--- config.mk ---
export PLATFORM = sky130hd
export DESIGN_NAME = elevator_floor_ctrl
export DESIGN_NICKNAME = d
export VERILOG_FILES = /design/src/rtl/elevator_floor_ctrl.sv
export SDC_FILE = /design/constraint.sdc
export NUM_CORES = 1
export LEC_CHECK = 0
export CORE_AREA = 2 2 80 82
export DETAILED_ROUTE_END_ITERATION = 6
export DIE_AREA = 0 0 82 84
export HOLD_SLACK_MARGIN = 0.06
export PLACE_DENSITY = 0.61
export SLEW_MARGIN = 0
export SYNTH_ARGS = -nofsm -noshare
export SYNTH_HDL_FRONTEND = slang
export SYNTH_SLANG_ARGS = --single-unit
--- constraint.sdc ---
create_clock -name clk -period 4.3 [get_ports clk]
set_clock_uncertainty 0.05 [all_clocks]
set_input_delay 0.645 -clock clk [delete_from_list [all_inputs] [get_ports clk]]
set_output_delay 0.645 -clock clk [all_outputs]
set_load 0.02 [all_outputs]
--- src/rtl/elevator_floor_ctrl.sv ---
// -----------------------------------------------------------------------------
// elevator_floor_ctrl
// Single-car elevator controller with SCAN scheduling. Floor calls are latched
// into a pending vector. The car keeps moving in its last direction while calls
// remain ahead, then reverses. Travel between adjacent floors and the door dwell
// are both timed by down-counters.
//
// Ports
//   clk         : system clock, rising edge
//   rst_n       : asynchronous active-low reset
//   req         : floor-call request bits, one per floor, sampled every clk
//   floor       : current car floor, binary, feeds the 7-segment decoder
//   moving_up   : high while the car travels upward
//   moving_down : high while the car travels downward
//   door_open   : high while the door is open
//   pending     : latched outstanding calls
// -----------------------------------------------------------------------------
module elevator_floor_ctrl #(
    parameter int NUM_FLOORS    = 10,
    parameter int TRAVEL_CYCLES = 8,
    parameter int DOOR_CYCLES   = 6
) (
    input  logic                  clk,
    input  logic                  rst_n,
    input  logic [NUM_FLOORS-1:0] req,
    output logic [3:0]            floor,
    output logic                  moving_up,
    output logic                  moving_down,
    output logic                  door_open,
    output logic [NUM_FLOORS-1:0] pending
);

    localparam int TW = $clog2(TRAVEL_CYCLES + 1);
    localparam int DW = $clog2(DOOR_CYCLES + 1);
    localparam logic [TW-1:0]         TRAVEL_LOAD = TW'(TRAVEL_CYCLES - 1);
    localparam logic [TW-1:0]         TRAVEL_ONE  = TW'(1);
    localparam logic [DW-1:0]         DOOR_LOAD   = DW'(DOOR_CYCLES - 1);
    localparam logic [DW-1:0]         DOOR_ONE    = DW'(1);
    localparam logic [NUM_FLOORS-1:0] PEND_ONE    = NUM_FLOORS'(1);

    typedef enum logic [1:0] {
        IDLE      = 2'd0,
        MOVE_UP   = 2'd1,
        MOVE_DOWN = 2'd2,
        DOOR      = 2'd3
    } state_t;

    state_t                  r_state;
    logic [3:0]              r_floor;
    logic [NUM_FLOORS-1:0]   r_pending;
    logic                    r_last_up;
    logic [TW-1:0]           r_travel_cnt;
    logic [DW-1:0]           r_door_cnt;

    state_t                  w_state_nxt;
    logic [3:0]              w_floor_nxt;
    logic                    w_last_up_nxt;
    logic [TW-1:0]           w_travel_nxt;
    logic [DW-1:0]           w_door_nxt;
    logic                    w_clr_en;
    logic [3:0]              w_clr_floor;
    logic [NUM_FLOORS-1:0]   w_clr;
    logic [NUM_FLOORS-1:0]   w_above_mask;
    logic [NUM_FLOORS-1:0]   w_below_mask;
    logic                    w_above;
    logic                    w_below;
    logic                    w_here;
    logic [3:0]              w_floor_up;
    logic [3:0]              w_floor_dn;

    // Floor-relative masks of the pending vector; at the end floors one mask is
    // empty, so the car can never be scheduled past floor 0 or the top floor.
    always_comb begin
        w_above_mask = '0;
        w_below_mask = '0;
        for (int i = 0; i < NUM_FLOORS; i++) begin
            w_above_mask[i] = (i > int'(r_floor));
            w_below_mask[i] = (i < int'(r_floor));
        end
        w_above    = |(r_pending & w_above_mask);
        w_below    = |(r_pending & w_below_mask);
        w_here     = r_pending[r_floor];
        w_floor_up = r_floor + 4'd1;
        w_floor_dn = r_floor - 4'd1;
    end

    // Next-state, counter and call-clear decode for the car FSM.
    always_comb begin
        w_state_nxt   = r_state;
        w_floor_nxt   = r_floor;
        w_last_up_nxt = r_last_up;
        w_travel_nxt  = r_travel_cnt;
        w_door_nxt    = r_door_cnt;
        w_clr_en      = 1'b0;
        w_clr_floor   = r_floor;
        case (r_state)
            IDLE: begin
                if (w_here) begin
                    w_state_nxt = DOOR;
                    w_door_nxt  = DOOR_LOAD;
                    w_clr_en    = 1'b1;
                end else if (r_last_up && w_above) begin
                    w_state_nxt  = MOVE_UP;
                    w_travel_nxt = TRAVEL_LOAD;
                end else if (!r_last_up && w_below) begin
                    w_state_nxt  = MOVE_DOWN;
                    w_travel_nxt = TRAVEL_LOAD;
                end else if (w_above) begin
                    w_state_nxt   = MOVE_UP;
                    w_travel_nxt  = TRAVEL_LOAD;
                    w_last_up_nxt = 1'b1;
                end else if (w_below) begin
                    w_state_nxt   = MOVE_DOWN;
                    w_travel_nxt  = TRAVEL_LOAD;
                    w_last_up_nxt = 1'b0;
                end else begin
                    w_state_nxt = IDLE;
                end
            end
            MOVE_UP: begin
                if (r_travel_cnt == {TW{1'b0}}) begin
                    w_floor_nxt = w_floor_up;
                    // The arrival edge is also the door entry edge, so the
                    // call for the new floor is cleared right here.
                    if (r_pending[w_floor_up]) begin
                        w_state_nxt = DOOR;
                        w_door_nxt  = DOOR_LOAD;
                        w_clr_en    = 1'b1;
                        w_clr_floor = w_floor_up;
                    end else begin
                        w_state_nxt = IDLE;
                    end
                end else begin
                    w_travel_nxt = r_travel_cnt - TRAVEL_ONE;
                end
            end
            MOVE_DOWN: begin
                if (r_travel_cnt == {TW{1'b0}}) begin
                    w_floor_nxt = w_floor_dn;
                    if (r_pending[w_floor_dn]) begin
                        w_state_nxt = DOOR;
                        w_door_nxt  = DOOR_LOAD;
                        w_clr_en    = 1'b1;
                        w_clr_floor = w_floor_dn;
                    end else begin
                        w_state_nxt = IDLE;
                    end
                end else begin
                    w_travel_nxt = r_travel_cnt - TRAVEL_ONE;
                end
            end
            DOOR: begin
                // A call at this floor while open keeps the door open instead
                // of being latched.
                w_clr_en = 1'b1;
                if (req[r_floor]) begin
                    w_door_nxt = DOOR_LOAD;
                end else if (r_door_cnt == {DW{1'b0}}) begin
                    w_state_nxt = IDLE;
                end else begin
                    w_door_nxt = r_door_cnt - DOOR_ONE;
                end
            end
            default: begin
                w_state_nxt = IDLE;
            end
        endcase
        w_clr = w_clr_en ? (PEND_ONE << w_clr_floor) : {NUM_FLOORS{1'b0}};
    end

    // Car state, position, direction memory, timers and latched calls.
    always_ff @(posedge clk or negedge rst_n) begin
        if (!rst_n) begin
            r_state      <= IDLE;
            r_floor      <= 4'd0;
            r_pending    <= {NUM_FLOORS{1'b0}};
            r_last_up    <= 1'b1;
            r_travel_cnt <= {TW{1'b0}};
            r_door_cnt   <= {DW{1'b0}};
        end else begin
            r_state      <= w_state_nxt;
            r_floor      <= w_floor_nxt;
            r_pending    <= (r_pending | req) & ~w_clr;
            r_last_up    <= w_last_up_nxt;
            r_travel_cnt <= w_travel_nxt;
            r_door_cnt   <= w_door_nxt;
        end
    end

    assign floor       = r_floor;
    assign pending     = r_pending;
    assign moving_up   = (r_state == MOVE_UP);
    assign moving_down = (r_state == MOVE_DOWN);
    assign door_open   = (r_state == DOOR);

endmodule

==> impl_metrics.csv, run 1 <==
group,metric,value,unit
outcome,status,"completed",
power_and_ir_drop,p_sw,1100,µW
power_and_ir_drop,p_comb_share,71.6,%
power_and_ir_drop,seqPwrFrac,20.9,%
layout,layout-drive-gt1-share,13.0,%
floorplanning,io_pins,29,
layout,antenna-diode-count,0,
synth,synth_mux_area_share,12.5,%
sta,finalSetupViolations,0,
global_route,grt_max_degree,24,
global_route,top_usage_layer,"met2",
power_and_ir_drop,p_int,1030,µW
hold_path,whs_path_depth,1,
route,drt_iter0_markers,141,
setup_path,critical_path_required,4420,ps
sta,fin_crit_sh,72.6,%
floorplanning,row_count,29,
placed_design,dp_cells,349,
floorplanning,coreArea,6100,µm²
setup_path,worstPathMaxFanout,10,
global_route,grt_pass1_vias,1980,
sta,rsz0062_at_grt,"false",
power_and_ir_drop,power.share.switching,51.6,%
sta,slew_violations,0,
placed_design,port_buffers,28,
sta,hold_viol,0,
route,routed_wl,6380,µm
synth,synth_ff_type,"dfrtp_1",
global_route,grt_pass1_wl,10500,µm
cts,clkTransAtPathRegs,90,ps
synth,syn_inst,254,
route,first_pass_iters,4,
global_route,use_met2,31.0,%
cts,cts-hold-fix-buffers,0,
route,wl_per_cell,18.1,µm
synth,synth_xor_area_share,3.32,%
synth,synthSimpleGateAreaFrac,17.3,%
setup_path,reg2reg_depth,9,
cts,post_cts_resized,0,
floorplanning,die_area,6890,µm²
layout,syn2layout_area_growth,16.5,%
setup_path,path_class,"reg -> reg",
sta,max-slew-margin-rel,25.8,%
cts,root_buffer,"clkbuf_8",
synth,ys_types,70,
sta,min_period,3120,ps
route,ant_nets,0,
floorplanning,initial_core_util,38.3,%
cts,insertion_delay,280,ps
global_route,grt_usage,19.5,%
synth,syn_area,2330,µm²
power_and_ir_drop,power_density,784,nW/µm²
power_and_ir_drop,irDropWorstVdd,0.449,mV
global_route,grt_use_met1,28.6,%
synth,ys_seq_elements,24,
synth,synth_top_family_by_area,"compound AO/OA/AOI/OAI gates",
cts,clock_sinks,24,
synth,synth_warnings,0,
run,maxCapViolations,0,
synth,avgSynthCellArea,9.19,µm²
synth,synth_compound_area_share,27.8,%
route,viasPerCell,5.91,
cts,cts_setup_buffers,0,
setup_path,critPathArrivalTime,3240,ps
synth,yosysSeqAreaShare,25.8,%
power_and_ir_drop,p_leak,0.00107,µW
floorplanning,dieWidth,82,µm
power_and_ir_drop,clkPwrFrac,7.6,%
sta,setup_tns,0,ps
global_route,overflow,0,
cts,htree_levels,1,
route,remaining_drc_errors,0,
layout,fin_cells,353,
cts,cts_inserted_buffers,3,
cts,cts_buffer_depth,2,
cts,cts_tree,"done",
floorplanning,die_h,84,µm
synth,synth-edff-count,0,
sta,worst_pin_slew,1110,ps
route,dr_total_vias,2085,
setup_path,crit_path_start_kind,"flop",
global_route,antenna_found_initial,0,
layout,nets,302,
synth,synth_fa_ha_area_share,7.40,%
setup_path,crit_path_end_kind,"flop",
sta,max_freq,320,MHz
hold_path,min-delay-path-class,"reg -> reg",
synth,async_flop_share,100,%
synth,synthesis.nets,279,
placed_design,gp_congestion,0.814,
global_route,grt_use_met3,2.60,%
placed_design,dp_hpwl,4660,µm
[placed cells by master, fill, tap and decap left out, drive strengths merged, types with 7 or more instances in the layout]
| cell | synthesis | layout |
|---|---|---|
| clkdlybuf4s50 | 0 | 28 |
| nand2 | 24 | 24 |
| nor2 | 24 | 24 |
| dfrtp | 23 | 23 |
| inv | 16 | 16 |
| ha | 13 | 13 |
| o21ai | 12 | 12 |
| a41oi | 10 | 10 |
| a21oi | 9 | 9 |
| nor3 | 7 | 7 |
| mux2 | 7 | 7 |
[stage by stage]
stage / hold slack (ps) / instance area, µm² / power, µW / util, % / setup WS (ps)
after global routing: 501 / 2720 / 2300 / 44.6 / 1030
after floorplan: 299 / 2330 / 1580 / - / 749
final: 484 / 2720 / 2130 / 44.6 / 1180
after global placement: 456 / 2660 / 1950 / 43.7 / 1260
after detailed placement: 459 / 2660 / 1960 / 43.7 / 1210
after CTS: 490 / 2720 / 2130 / 44.6 / 1190
[final cells by class]
| class | count | area (µm²) |
|---|---|---|
| Fill cell | 619 | 3380 |
| Multi-Input combinational cell | 200 | 1600 |
| Sequential cell | 24 | 602 |
| Timing Repair Buffer | 32 | 310 |
| Tap cell | 77 | 96.3 |
| Inverter | 16 | 60.1 |
| Clock buffer | 4 | 55.1 |
[layer usage]
metal  wire (µm)  share of wire (%)
met1        2930                 46
met5           0                  0
met2        3020                 47
met4          33               0.52
met3         387                6.1
[critical path, cell delays in order, from the launching register on]
cell     delay (ps)
dfrtp_1         350
inv_1           110
ha_1            520
mux4_2          540
mux2_4          270
mux2_4          300
nand2_1         100
a22o_1          240
a211o_1         220
mux2_4          310
[cells in the mapped netlist (all sizes together) (2+ instances only)]
cell type	n	area (µm²)
a41oi	10	87.6
o21a	4	30.0
o22a	3	26.3
xnor2	5	51.3
a41o	2	20.0
dfrtp	23	576
nor3	7	51.3
mux4	6	139
a211oi	6	50.1
a221oi	4	35.0
xor2	3	26.3
nand2	24	90.1
clkbuf	9	33.8
inv	16	60.1
nand4	3	18.8
a31oi	6	52.6
o21ai	12	60.1
buf	5	42.5
ha	13	163
mux2i	6	60.1
mux2	7	93.8
nor2	24	90.1
a22oi	2	15.0
o2111ai	2	17.5
a21o	3	22.5
a21oi	9	56.3
nand3b	2	15.0
o32ai	2	17.5
nand3	6	35.0
nor2b	4	32.5
[flip-flops by register name, summed over array words and instances, names as in the netlist]
name          count
floor             4
r_travel_cnt      4
r_last_up         1
pending          10
r_door_cnt        3
r_state           2
[cell families (layout without fill, tap and decap cells)]
logic type	Yosys count	in the layout
mux	19	19
compound gates	80	80
fa+ha+maj	14	14
flops	24	24
buf+inv	30	52
xor+xnor	8	8
simple gates	79	79
[power groups by stage]
| stage | clock network, µW | registers [µW] | logic [µW] |
|---|---|---|---|
| CTS | 170 | 443 | 1520 |
| global placement | 0 | 448 | 1500 |
| floorplan | 0 | 440 | 1140 |
| finish | 161 | 445 | 1520 |
| detailed placement | 0 | 448 | 1510 |
| global route | 178 | 460 | 1660 |
[worst paths after layout]
path / slack [ps] / end / from
setup reg to reg: 1180 / r_door_cnt[0] / floor[0]
hold reg to reg: 480 / r_door_cnt[2] / r_door_cnt[2]
setup / recovery: 1180 / r_door_cnt[0] / floor[0]
hold / removal: 480 / r_door_cnt[2] / r_door_cnt[2]
min in group asynchronous: 910 / floor[2] / rst_n
max in group asynchronous: 2630 / pending[5] / rst_n
No activity file was read; power rests on OpenSTA's default activity.
==> run 2: changes to the inputs <==
==> constraint.sdc (replaced) <==
create_clock -name clk -period 2.9 [get_ports clk]
set_clock_uncertainty 0.05 [all_clocks]
set_input_delay 0.435 -clock clk [delete_from_list [all_inputs] [get_ports clk]]
set_output_delay 0.435 -clock clk [all_outputs]
set_load 0.02 [all_outputs]
==> run 2 against run 1 <==
  * Fmax grew 12%
  * Clock-buffer cell count shrank 1
  * Final cell count grew 4.5%
  * Core utilization grew 3.8 points
  * Final area grew 8.5%
  * Largest power group unchanged
  * Clock power grew 92%
  * Critical path depth shrank 1
  * First-iteration DRC count grew 28%
  * Largest cell class unchanged
  * Total power grew 66%
  * Register-to-register slack lost 1100 ps
==> impl_metrics.csv, run 2 (synthesis gave the netlist of run 1 again) <==
group,metric,value,unit
layout,multi_input_area,1670,µm²
power_and_ir_drop,power_density,1200,nW/µm²
cts,cts_inserted_buffers,3,
cts,insertion_delay,280,ps
setup_path,critPathArrivalTime,2870,ps
setup_path,path_class,"reg -> reg",
route,route.met2.wl,3250,µm
cts,clkTransAtPathRegs,100,ps
floorplanning,die_area,6890,µm²
layout,syn2layout_area_growth,26.4,%
cts,cts_tree,"done",
floorplanning,row_count,29,
layout,seqCellArea,604,µm²
layout,final_cell_mix,"28 x clkdlybuf4s50_1, 24 x nor2_1, 23 x nand2_1, 21 x dfrtp_1, 19 x buf_4",
floorplanning,die_h,84,µm
sta,rsz0062_at_grt,"false",
placed_design,place_area,2870,µm²
route,ant_nets,0,
global_route,grt_pass1_vias,2121,
run,maxCapViolations,0,
power_and_ir_drop,p_leak,0.00116,µW
global_route,grt_max_degree,25,
global_route,overflow,0,
sta,max-slew-margin-rel,67.6,%
route,routed_wl,6590,µm
route,first_pass_iters,4,
outcome,status,"completed",
route,topRoutingLayerUsed,"met4",
cts,root_buffer,"clkbuf_8",
sta,setup_tns,0,ps
layout,postLayoutCoreUtil,48.4,%
setup_path,worstPathMaxFanout,23,
setup_path,crit_path_end_kind,"flop",
setup_path,worst_path_most_repeated_cell,"mux2_4",
setup_path,crit_path_start_kind,"flop",
layout,nets,318,
layout,fill_cells,585,
placed_design,place_ws,150,ps
placed_design,gp_congestion,0.843,
setup_path,crit_buf_inv,1,
sta,finalSetupViolations,0,
floorplanning,io_pins,29,
route,drt-met1-wl,3020,µm
layout,layout.cells.most_common,"clkdlybuf4s50_1",
sta,fin_crit_sh,96.2,%
sta,min_period,2790,ps
cts,htree_levels,1,
sta,layout_setup_ws,112,ps
cts,cts_buffer_depth,2,
floorplanning,initial_core_util,38.3,%
sta,hold_viol,0,
sta,worst_pin_slew,483,ps
route,dr_total_vias,2155,
layout,layout-drive-gt1-share,22.6,%
route,remaining_drc_errors,0,
setup_path,slowest_delay,610,ps
global_route,antenna_found_initial,0,
cts,cts-hold-fix-buffers,0,
hold_path,min-delay-path-class,"in -> async",
setup_path,rrSetupSlack,110,ps
setup_path,cp_top_family,"multiplexers",
setup_path,crit_slowest_cell,"mux4_1",
route,wl_per_cell,17.9,µm
route,drt_iter0_markers,181,
floorplanning,coreArea,6100,µm²
setup_path,critical_path_required,2980,ps
layout,largest_reg_flops,10,
power_and_ir_drop,irDropWorstVdd,0.606,mV
placed_design,port_buffers,28,
layout,antenna-diode-count,0,
cts,clock_sinks,24,
setup_path,path_cells,"buf_12 > mux4_1 > mux2_4 > mux2_4 > nand3_1 > xor2_1 > o21ai_1 > a41oi_1",
route,routed-wl-met3,259,µm
layout,fin_area,2950,µm²
route,viasPerCell,5.84,
floorplanning,dieWidth,82,µm
power_and_ir_drop,power,3540,µW
placed_design,dp_hpwl,4940,µm
global_route,grt_usage,20.2,%
global_route,grt_pass1_wl,10900,µm
sta,max_freq,359,MHz
sta,slew_violations,0,
==> run 2: timing repair <==
item,4_1_cts,5_1_grt
setup buffers,0,0
gates resized for setup,0,3
setup endpoints to repair,0,10
==> run 2: worst reg2reg max path: cells and delay by family (launching register included) <==
kind                      cells  cell delay, ps
muxes                         3            1200
AOI/OAI and AO/OA             2             550
DFF                           1             430
buffers and inverters         1             210
and+or+nand+nor               1             100
xor gates and xnor gates      1              90
==> run 2: layer usage <==
| layer | vias up | global-route usage (%) |
|---|---|---|
| met5 | - | 0 |
| met4 | 0 | 4.85 |
| li1 | 1047 | - |
| met1 | 1028 | 27.9 |
| met3 | 8 | 2.06 |
| met2 | 72 | 33.4 |
==> run 2: where the power goes <==
group	leakage [µW]	internal [µW]	switching, µW
Sequential	0.000252	459	166
Combinational	0.000874	1160	1450
Clock	0.0000357	185	124
Total	0.00116	1800	1740
==> run 2: through the flow <==
stage	hold WS, ps	instances
after global routing	499	369
final	460	369
after floorplan	89.4	254
after global placement	451	365
after detailed placement	452	365
after CTS	470	369
==> run 2: worst paths after layout <==
path | start | endpoint | cells past startpoint
max reg2reg | floor[0] | pending[5] | 8
min in group clk | r_door_cnt[2] | r_door_cnt[2] | 1
max in group asynchronous | rst_n | r_last_up | 2
min reg2reg | r_door_cnt[2] | r_door_cnt[2] | 1
min | rst_n | floor[2] | 2
max | floor[0] | pending[5] | 8
==> run 2: area by class of cell <==
class | count | area share, %
clock buffers | 3 | 1.40
clock inverters | 1 | 1.02
inverters | 16 | 2.21
multi-input cells | 200 | 56.6
flip-flops and latches | 24 | 20.5
well taps | 77 | 3.27
repair buffers | 48 | 15.0
